`config.mk`:
```
export PLATFORM = sky130hd
export DESIGN_NAME = sync_patch_packer
export DESIGN_NICKNAME = d
export VERILOG_FILES = /design/src/rtl/sync_patch_packer.sv
export SDC_FILE = /design/constraint.sdc
export NUM_CORES = 1
export LEC_CHECK = 0
export ABC_AREA = 1
export ABC_CLOCK_PERIOD_IN_PS = 6400
export BUFFER_PORTS_ARGS = -buffer_cell sky130_fd_sc_hd__buf_2
export CORE_AREA = 4 4 202 283
export DETAILED_ROUTE_END_ITERATION = 6
export DIE_AREA = 0 0 206 287
export PLACE_DENSITY_LB_ADDON = 0.3
export SETUP_SLACK_MARGIN = 0.3
export SYNTH_ARGS = -nofsm -noshare
export SYNTH_HDL_FRONTEND = slang
export SYNTH_SLANG_ARGS = --single-unit
export TNS_END_PERCENT = 50
```
`constraint.sdc`:
```
create_clock -name CLK -period 6.4 [get_ports CLK]
set_clock_uncertainty 0.15 [all_clocks]
set_input_delay 1.28 -clock CLK [delete_from_list [all_inputs] [get_ports CLK]]
set_output_delay 1.28 -clock CLK [all_outputs]
set_load 0.005 [all_outputs]
```
`src/rtl/sync_patch_packer.sv`:
```
`default_nettype none
// sync_patch_packer: frames synchronized camera records into HDR/DATA/TRL words
// and queues them in a first-word-fall-through FIFO toward the crossbar. Rev 1.0
module sync_patch_packer #(
  parameter int N_CAM         = 3,
  parameter int COMPRESS_SIZE = 8,
  parameter int N_PATCH       = 4096,
  parameter int XB_SIZE       = 32,
  parameter int FIFO_DEPTH    = 16
) (
  input  logic                             CLK,
  input  logic                             RESET_N,
  input  logic                             in_valid,
  input  logic [$clog2(N_PATCH)-1:0]       in_patch,
  input  logic [N_CAM*COMPRESS_SIZE-1:0]   in_data,
  input  logic                             in_sof,
  input  logic                             in_eof,
  output logic                             xb_valid,
  output logic [XB_SIZE-1:0]               xb_data,
  input  logic                             xb_ready,
  output logic                             ready,
  output logic                             overflow,
  output logic                             seq_err
);

  localparam int PW   = $clog2(N_PATCH);
  localparam int DW   = N_CAM * COMPRESS_SIZE;
  localparam int SEQW = XB_SIZE - 2 - DW;
  localparam int CW   = XB_SIZE - 2;
  localparam int AW   = $clog2(FIFO_DEPTH);
  localparam logic [AW:0] DEPTH_C = (AW+1)'(FIFO_DEPTH);

  localparam logic [1:0] K_NONE = 2'd0;
  localparam logic [1:0] K_HDR  = 2'd1;
  localparam logic [1:0] K_DATA = 2'd2;
  localparam logic [1:0] K_TRL  = 2'd3;

  typedef enum logic [1:0] {
    S_IDLE  = 2'd0,
    S_FRAME = 2'd1,
    S_ERROR = 2'd2
  } state_t;

  state_t            state_q;
  logic [CW-1:0]     frame_cnt_q;
  logic [CW-1:0]     rec_cnt_q;
  logic [PW-1:0]     exp_patch_q;
  logic              overflow_q;
  logic              seq_err_q;

  logic [XB_SIZE-1:0] mem_q [FIFO_DEPTH];
  logic [AW-1:0]      wr_ptr_q;
  logic [AW-1:0]      rd_ptr_q;
  logic [AW:0]        count_q;

  logic               multi;
  logic               in_order;
  logic [CW-1:0]      frame_inc;
  logic [CW-1:0]      rec_inc;
  logic [SEQW-1:0]    seq_field;
  logic [XB_SIZE-1:0] hdr_word;
  logic [XB_SIZE-1:0] data_word;
  logic [XB_SIZE-1:0] trl_word;
  logic [XB_SIZE-1:0] wr_word;
  logic [1:0]         wr_kind;
  logic               wr_req;
  logic               wr_ok;
  logic               pop;
  logic               full;
  logic               seq_viol;

  generate
    if (SEQW <= PW) begin : g_seq_trunc
      assign seq_field = in_patch[SEQW-1:0];
    end else begin : g_seq_ext
      assign seq_field = SEQW'(in_patch);
    end
  endgenerate

  assign multi     = (in_valid & in_sof) | (in_valid & in_eof) | (in_sof & in_eof);
  assign in_order  = (in_patch == exp_patch_q);
  assign frame_inc = frame_cnt_q + CW'(1);
  assign rec_inc   = (&rec_cnt_q) ? rec_cnt_q : rec_cnt_q + CW'(1);

  assign hdr_word  = {2'b01, frame_inc};
  assign data_word = {(in_order ? 2'b00 : 2'b11), seq_field, in_data};
  assign trl_word  = {2'b10, rec_cnt_q};

  // Conflicting strobes are a protocol fault: nothing is written that cycle.
  always_comb begin
    wr_kind = K_NONE;
    if (!multi) begin
      case (state_q)
        S_FRAME: begin
          if (in_sof)        wr_kind = K_HDR;
          else if (in_valid) wr_kind = K_DATA;
          else if (in_eof)   wr_kind = K_TRL;
        end
        default: begin
          if (in_sof)        wr_kind = K_HDR;
        end
      endcase
    end
  end

  always_comb begin
    case (wr_kind)
      K_HDR:   wr_word = hdr_word;
      K_DATA:  wr_word = data_word;
      K_TRL:   wr_word = trl_word;
      default: wr_word = '0;
    endcase
  end

  assign seq_viol = multi
                  | (!multi && (state_q == S_IDLE)  && (in_valid || in_eof))
                  | (!multi && (state_q == S_FRAME) && in_sof)
                  | (!multi && (state_q == S_FRAME) && !in_sof && in_valid && !in_order);

  assign full   = (count_q == DEPTH_C);
  assign pop    = xb_valid && xb_ready;
  assign wr_req = (wr_kind != K_NONE);
  // A pop on the same edge frees the slot, so a full FIFO can still accept.
  assign wr_ok  = wr_req && (!full || pop);

  always_ff @(posedge CLK or negedge RESET_N) begin
    if (!RESET_N) begin
      state_q     <= S_IDLE;
      frame_cnt_q <= '0;
      rec_cnt_q   <= '0;
      exp_patch_q <= '0;
      overflow_q  <= 1'b0;
      seq_err_q   <= 1'b0;
    end else begin
      if (seq_viol) seq_err_q <= 1'b1;
      if (wr_req && !wr_ok) begin
        overflow_q <= 1'b1;
        state_q    <= S_ERROR;
      end else if (wr_ok) begin
        case (wr_kind)
          K_HDR: begin
            frame_cnt_q <= frame_inc;
            rec_cnt_q   <= '0;
            exp_patch_q <= '0;
            state_q     <= S_FRAME;
          end
          K_DATA: begin
            rec_cnt_q   <= rec_inc;
            exp_patch_q <= in_patch + PW'(1);
          end
          K_TRL: begin
            state_q     <= S_IDLE;
          end
          default: begin
            state_q     <= state_q;
          end
        endcase
      end
    end
  end

  always_ff @(posedge CLK) begin
    if (wr_ok) mem_q[wr_ptr_q] <= wr_word;
  end

  always_ff @(posedge CLK or negedge RESET_N) begin
    if (!RESET_N) begin
      wr_ptr_q <= '0;
      rd_ptr_q <= '0;
      count_q  <= '0;
    end else begin
      if (wr_ok) wr_ptr_q <= wr_ptr_q + AW'(1);
      if (pop)   rd_ptr_q <= rd_ptr_q + AW'(1);
      case ({wr_ok, pop})
        2'b10:   count_q <= count_q + (AW+1)'(1);
        2'b01:   count_q <= count_q - (AW+1)'(1);
        default: count_q <= count_q;
      endcase
    end
  end

  assign xb_valid = (count_q != '0);
  assign xb_data  = xb_valid ? mem_q[rd_ptr_q] : '0;
  assign ready    = (state_q != S_ERROR);
  assign overflow = overflow_q;
  assign seq_err  = seq_err_q;

endmodule
`default_nettype wire

```
==> impl_metrics.py <==
metrics = {
    "min_path": {
        "min_path_type": "reg2reg",
    },
    "power_and_ir_drop": {
        "p_seq_share_pct": 39.4,
        "p_per_area_nw_per_um2": 420.5,
        "p_int_w": 0.008044,
        "switching_share_pct": 36.76,
        "p_switching_w": 0.004675,
        "pwr-share-clk_pct": 27.8,
        "p_leak_nw": 11.08,
        "comb_power_share_pct": 32.8,
        "peakVddDrop_uv": 269.4,
    },
    "layout": {
        "multi_input_area_um2": 8539,
        "nNetsFinal": 2764,
        "syn2layout_area_growth_pct": 11.60,
        "layout-drive-gt1-share_pct": 10.76,
        "seq_area_um2": 17610,
        "fillers": 4726,
    },
    "grt": {
        "use_met2_pct": 40.60,
        "met3_usage_pct": 3.025,
        "first_global_vias": 19640,
        "gr-total-overflow": 0,
        "grtUsageMet1_pct": 31.22,
        "grt_start_max_net_pins": 111,
        "grt_pass1_wl_mm": 111.6,
        "antenna_found_initial": 2,
        "grt_use_total_pct": 24.20,
        "top_usage_layer": "met2",
    },
    "timing": {
        "slew_headroom_pct": 12.23,
        "rsz0062_at_grt": "no",
        "setup_tns_ns": 0,
        "period_minus_slack_ns": 5.178,
        "clock.fmax_mhz": 193.1,
        "tightest_slew_ns": 1.317,
        "fin_crit_sh_pct": 80.91,
        "hold_viol": 0,
        "fin_ws_ns": 1.222,
        "finalSetupViolCount": 0,
        "drv_slew": 0,
    },
    "run": {
        "maxCapViolCount": 0,
    },
    "floorplanning": {
        "die_h_um": 287,
        "ioPinCount": 78,
        "dieArea_um2": 59120,
        "rows": 102,
        "dieWidth_um": 206,
        "start_util_pct": 49.39,
        "coreArea_um2": 54880,
    },
    "setup_path": {
        "cp_slowest_cell": "buf_4",
        "crit_required_ns": 4.97,
        "crit_chain": "buf_4 -> nand2_1 -> nand3_1 -> nand3_1 -> a21oi_1 -> o21a_1 -> buf_2",
        "max_stage_delay_ns": 0.96,
        "end_kind": "primary output",
        "crit_type": "reg2out",
        "crit_path_frequent_cell": "nand3_1",
        "cpLargestDelayFamily": "buffers and inverters",
        "arrival_ns": 3.75,
        "start_kind": "flop",
        "crit_buf_inv": 2,
        "path_max_fanout": 100,
    },
    "routing": {
        "drt_first_iter_violations": 1808,
        "vias": 19750,
        "wl_mm": 72.33,
        "drc": 0,
        "vias_per_cell": 5.673,
        "wl_per_cell_um": 20.78,
        "drtPass1Iterations": 6,
        "drtAntennaViolNets": 0,
    },
    "cts": {
        "clk_path_buf_depth": 3,
        "cts_tree": "done",
        "cts_setup_buffers": 0,
        "clk_pin_slew_ns": 0.06,
        "clock_latency_ns": 0.60,
        "cts-root-buf": "clkbuf_16",
        "post_cts_resized": 0,
        "holdBufCountCts": 0,
        "clock_sinks": 601,
        "htreeDepth": 2,
        "numCtsBuffers": 54,
    },
    "synthesis": {
        "ys_seq_area_share_pct": 64.94,
        "synth_nets": 2728,
        "ys_top_cells_by_area": "edfxtp_1 (57%), nand2_1 (12%), nand3_1 (8.8%), dfrtp_1 (8.2%), nor2_1 (1.8%)",
        "synth_commonest_cells": "nand2_1 (850), edfxtp_1 (512), nand3_1 (476)",
        "synth_top_area_cell": "edfxtp_1",
        "ys_warn_count": 0,
        "yosysMostFrequentCell": "nand2_1",
        "yosys.area.top_type_share_pct": 56.73,
        "synthArstFlopShare_pct": 14.81,
        "yosys_register_bits": 601,
        "synth_edf_count": 512,
        "synthesis.instances": 2670,
        "avgSynthCellArea_um2": 10.15,
        "syn_area_um2": 27100,
        "ys.flop_type": "edfxtp_1",
        "ys_types": 41,
    },
    "placement": {
        "portBuffers": 77,
        "pre_cts_ws_ns": 1.367,
        "gp_congestion": 0.9362,
        "dp_hpwl_mm": 45.78,
    },
    "outcome": {
        "status": "finished, final reports clean",
    },
}
==> cell type report <==
class                   instances  area share [%]
multi-input cells            1798           28.23
repair buffers                116           2.333
clock buffers                  65           4.770
flip-flops and latches        601           58.23
diodes                          1        0.008273
well taps                     728           3.012
inverters                     135           1.700
clock inverters                37           1.717
==> state kept, by name (all words and copies together) (netlist names) <==
register     cells
count_q          5
exp_patch_q     12
frame_cnt_q     30
mem_q          512
overflow         1
rd_ptr_q         4
rec_cnt_q       30
seq_err          1
state_q          2
wr_ptr_q         4
==> path summary, 6_finish.rpt <==
| check | startpoint | endpoint | slack [ns] | cells past startpoint |
|---|---|---|---|---|
| min in group asynchronous | RESET_N | frame_cnt_q[6] | 0.64 | 1 |
| hold / removal | overflow | overflow | 0.33 | 1 |
| max in group asynchronous | RESET_N | count_q[2] | 4.44 | 2 |
| setup reg to reg | state_q[1] | mem_q[12][24] | 2.49 | 10 |
| setup / recovery | rd_ptr_q[0] | xb_data[27] | 1.22 | 7 |
| hold reg to reg | overflow | overflow | 0.33 | 1 |
==> worst reg2reg max path: cells and delay by family, from the launching register on <==
kind	cells	cell delay, ns
DFF	1	0.39
and+or+nand+nor	3	0.48
adders and majority gates	1	0.38
buffers and inverters	4	0.80
AOI/OAI and AO/OA	2	1.33
==> per-stage QoR <==
step / util, % / total power, W / area, um^2 / std cells / hold WS, ns
after floorplan: - / 0.007736 / 27100 / 2670 / 0.3150
after global routing: 55.11 / 0.01339 / 30240 / 3480 / 0.3573
after detailed placement: 51.54 / 0.009235 / 28280 / 3378 / 0.3366
after global placement: 51.54 / 0.009138 / 28280 / 3378 / 0.3340
final: 55.12 / 0.01272 / 30250 / 3481 / 0.3345
after CTS: 55.11 / 0.01277 / 30240 / 3480 / 0.3534
==> cells by family (layout without fill, tap and decap cells) <==
kind of cell,Yosys count,in the layout,share of synthesized area (%)
flip-flops,601,601,64.94
adder cells (fa/ha/maj),16,16,0.7386
buffers and inverters,271,353,4.242
AND/OR/NAND/NOR,1502,1502,23.59
other,0,1,0
AO/OA/AOI/OAI,244,244,5.323
XOR/XNOR,36,36,1.163
==> cells in the final DEF (no fill, tap or decap), types with 38 or more instances in the layout <==
master | netlist | routed
nor2_1 | 133 | 116
nand3_1 | 476 | 476
clkbuf_16 | 0 | 54
a21oi_1 | 90 | 85
dfrtp_1 | 89 | 85
nand2_1 | 850 | 850
inv_1 | 130 | 127
o21ai_0 | 68 | 68
edfxtp_1 | 512 | 512
buf_4 | 1 | 38
buf_2 | 59 | 76
==> per-layer routing <==
| metal | share of wire (%) | vias to the layer above |
|---|---|---|
| met4 | 5.1 | 0 |
| met5 | 0 | - |
| met2 | 49 | 820 |
| met1 | 39 | 9523 |
| met3 | 6.6 | 190 |
| li1 | - | 9215 |
==> power by group through the flow <==
stage | Clock (W) | Sequential [W] | Combinational [W]
finish | 0.00354 | 0.00502 | 0.00417
global route | 0.00373 | 0.00505 | 0.00460
CTS | 0.00359 | 0.00501 | 0.00417
detailed placement | 0 | 0.00509 | 0.00414
global placement | 0 | 0.00508 | 0.00406
floorplan | 0 | 0.00491 | 0.00283
Power figures use the tool's default switching activity.
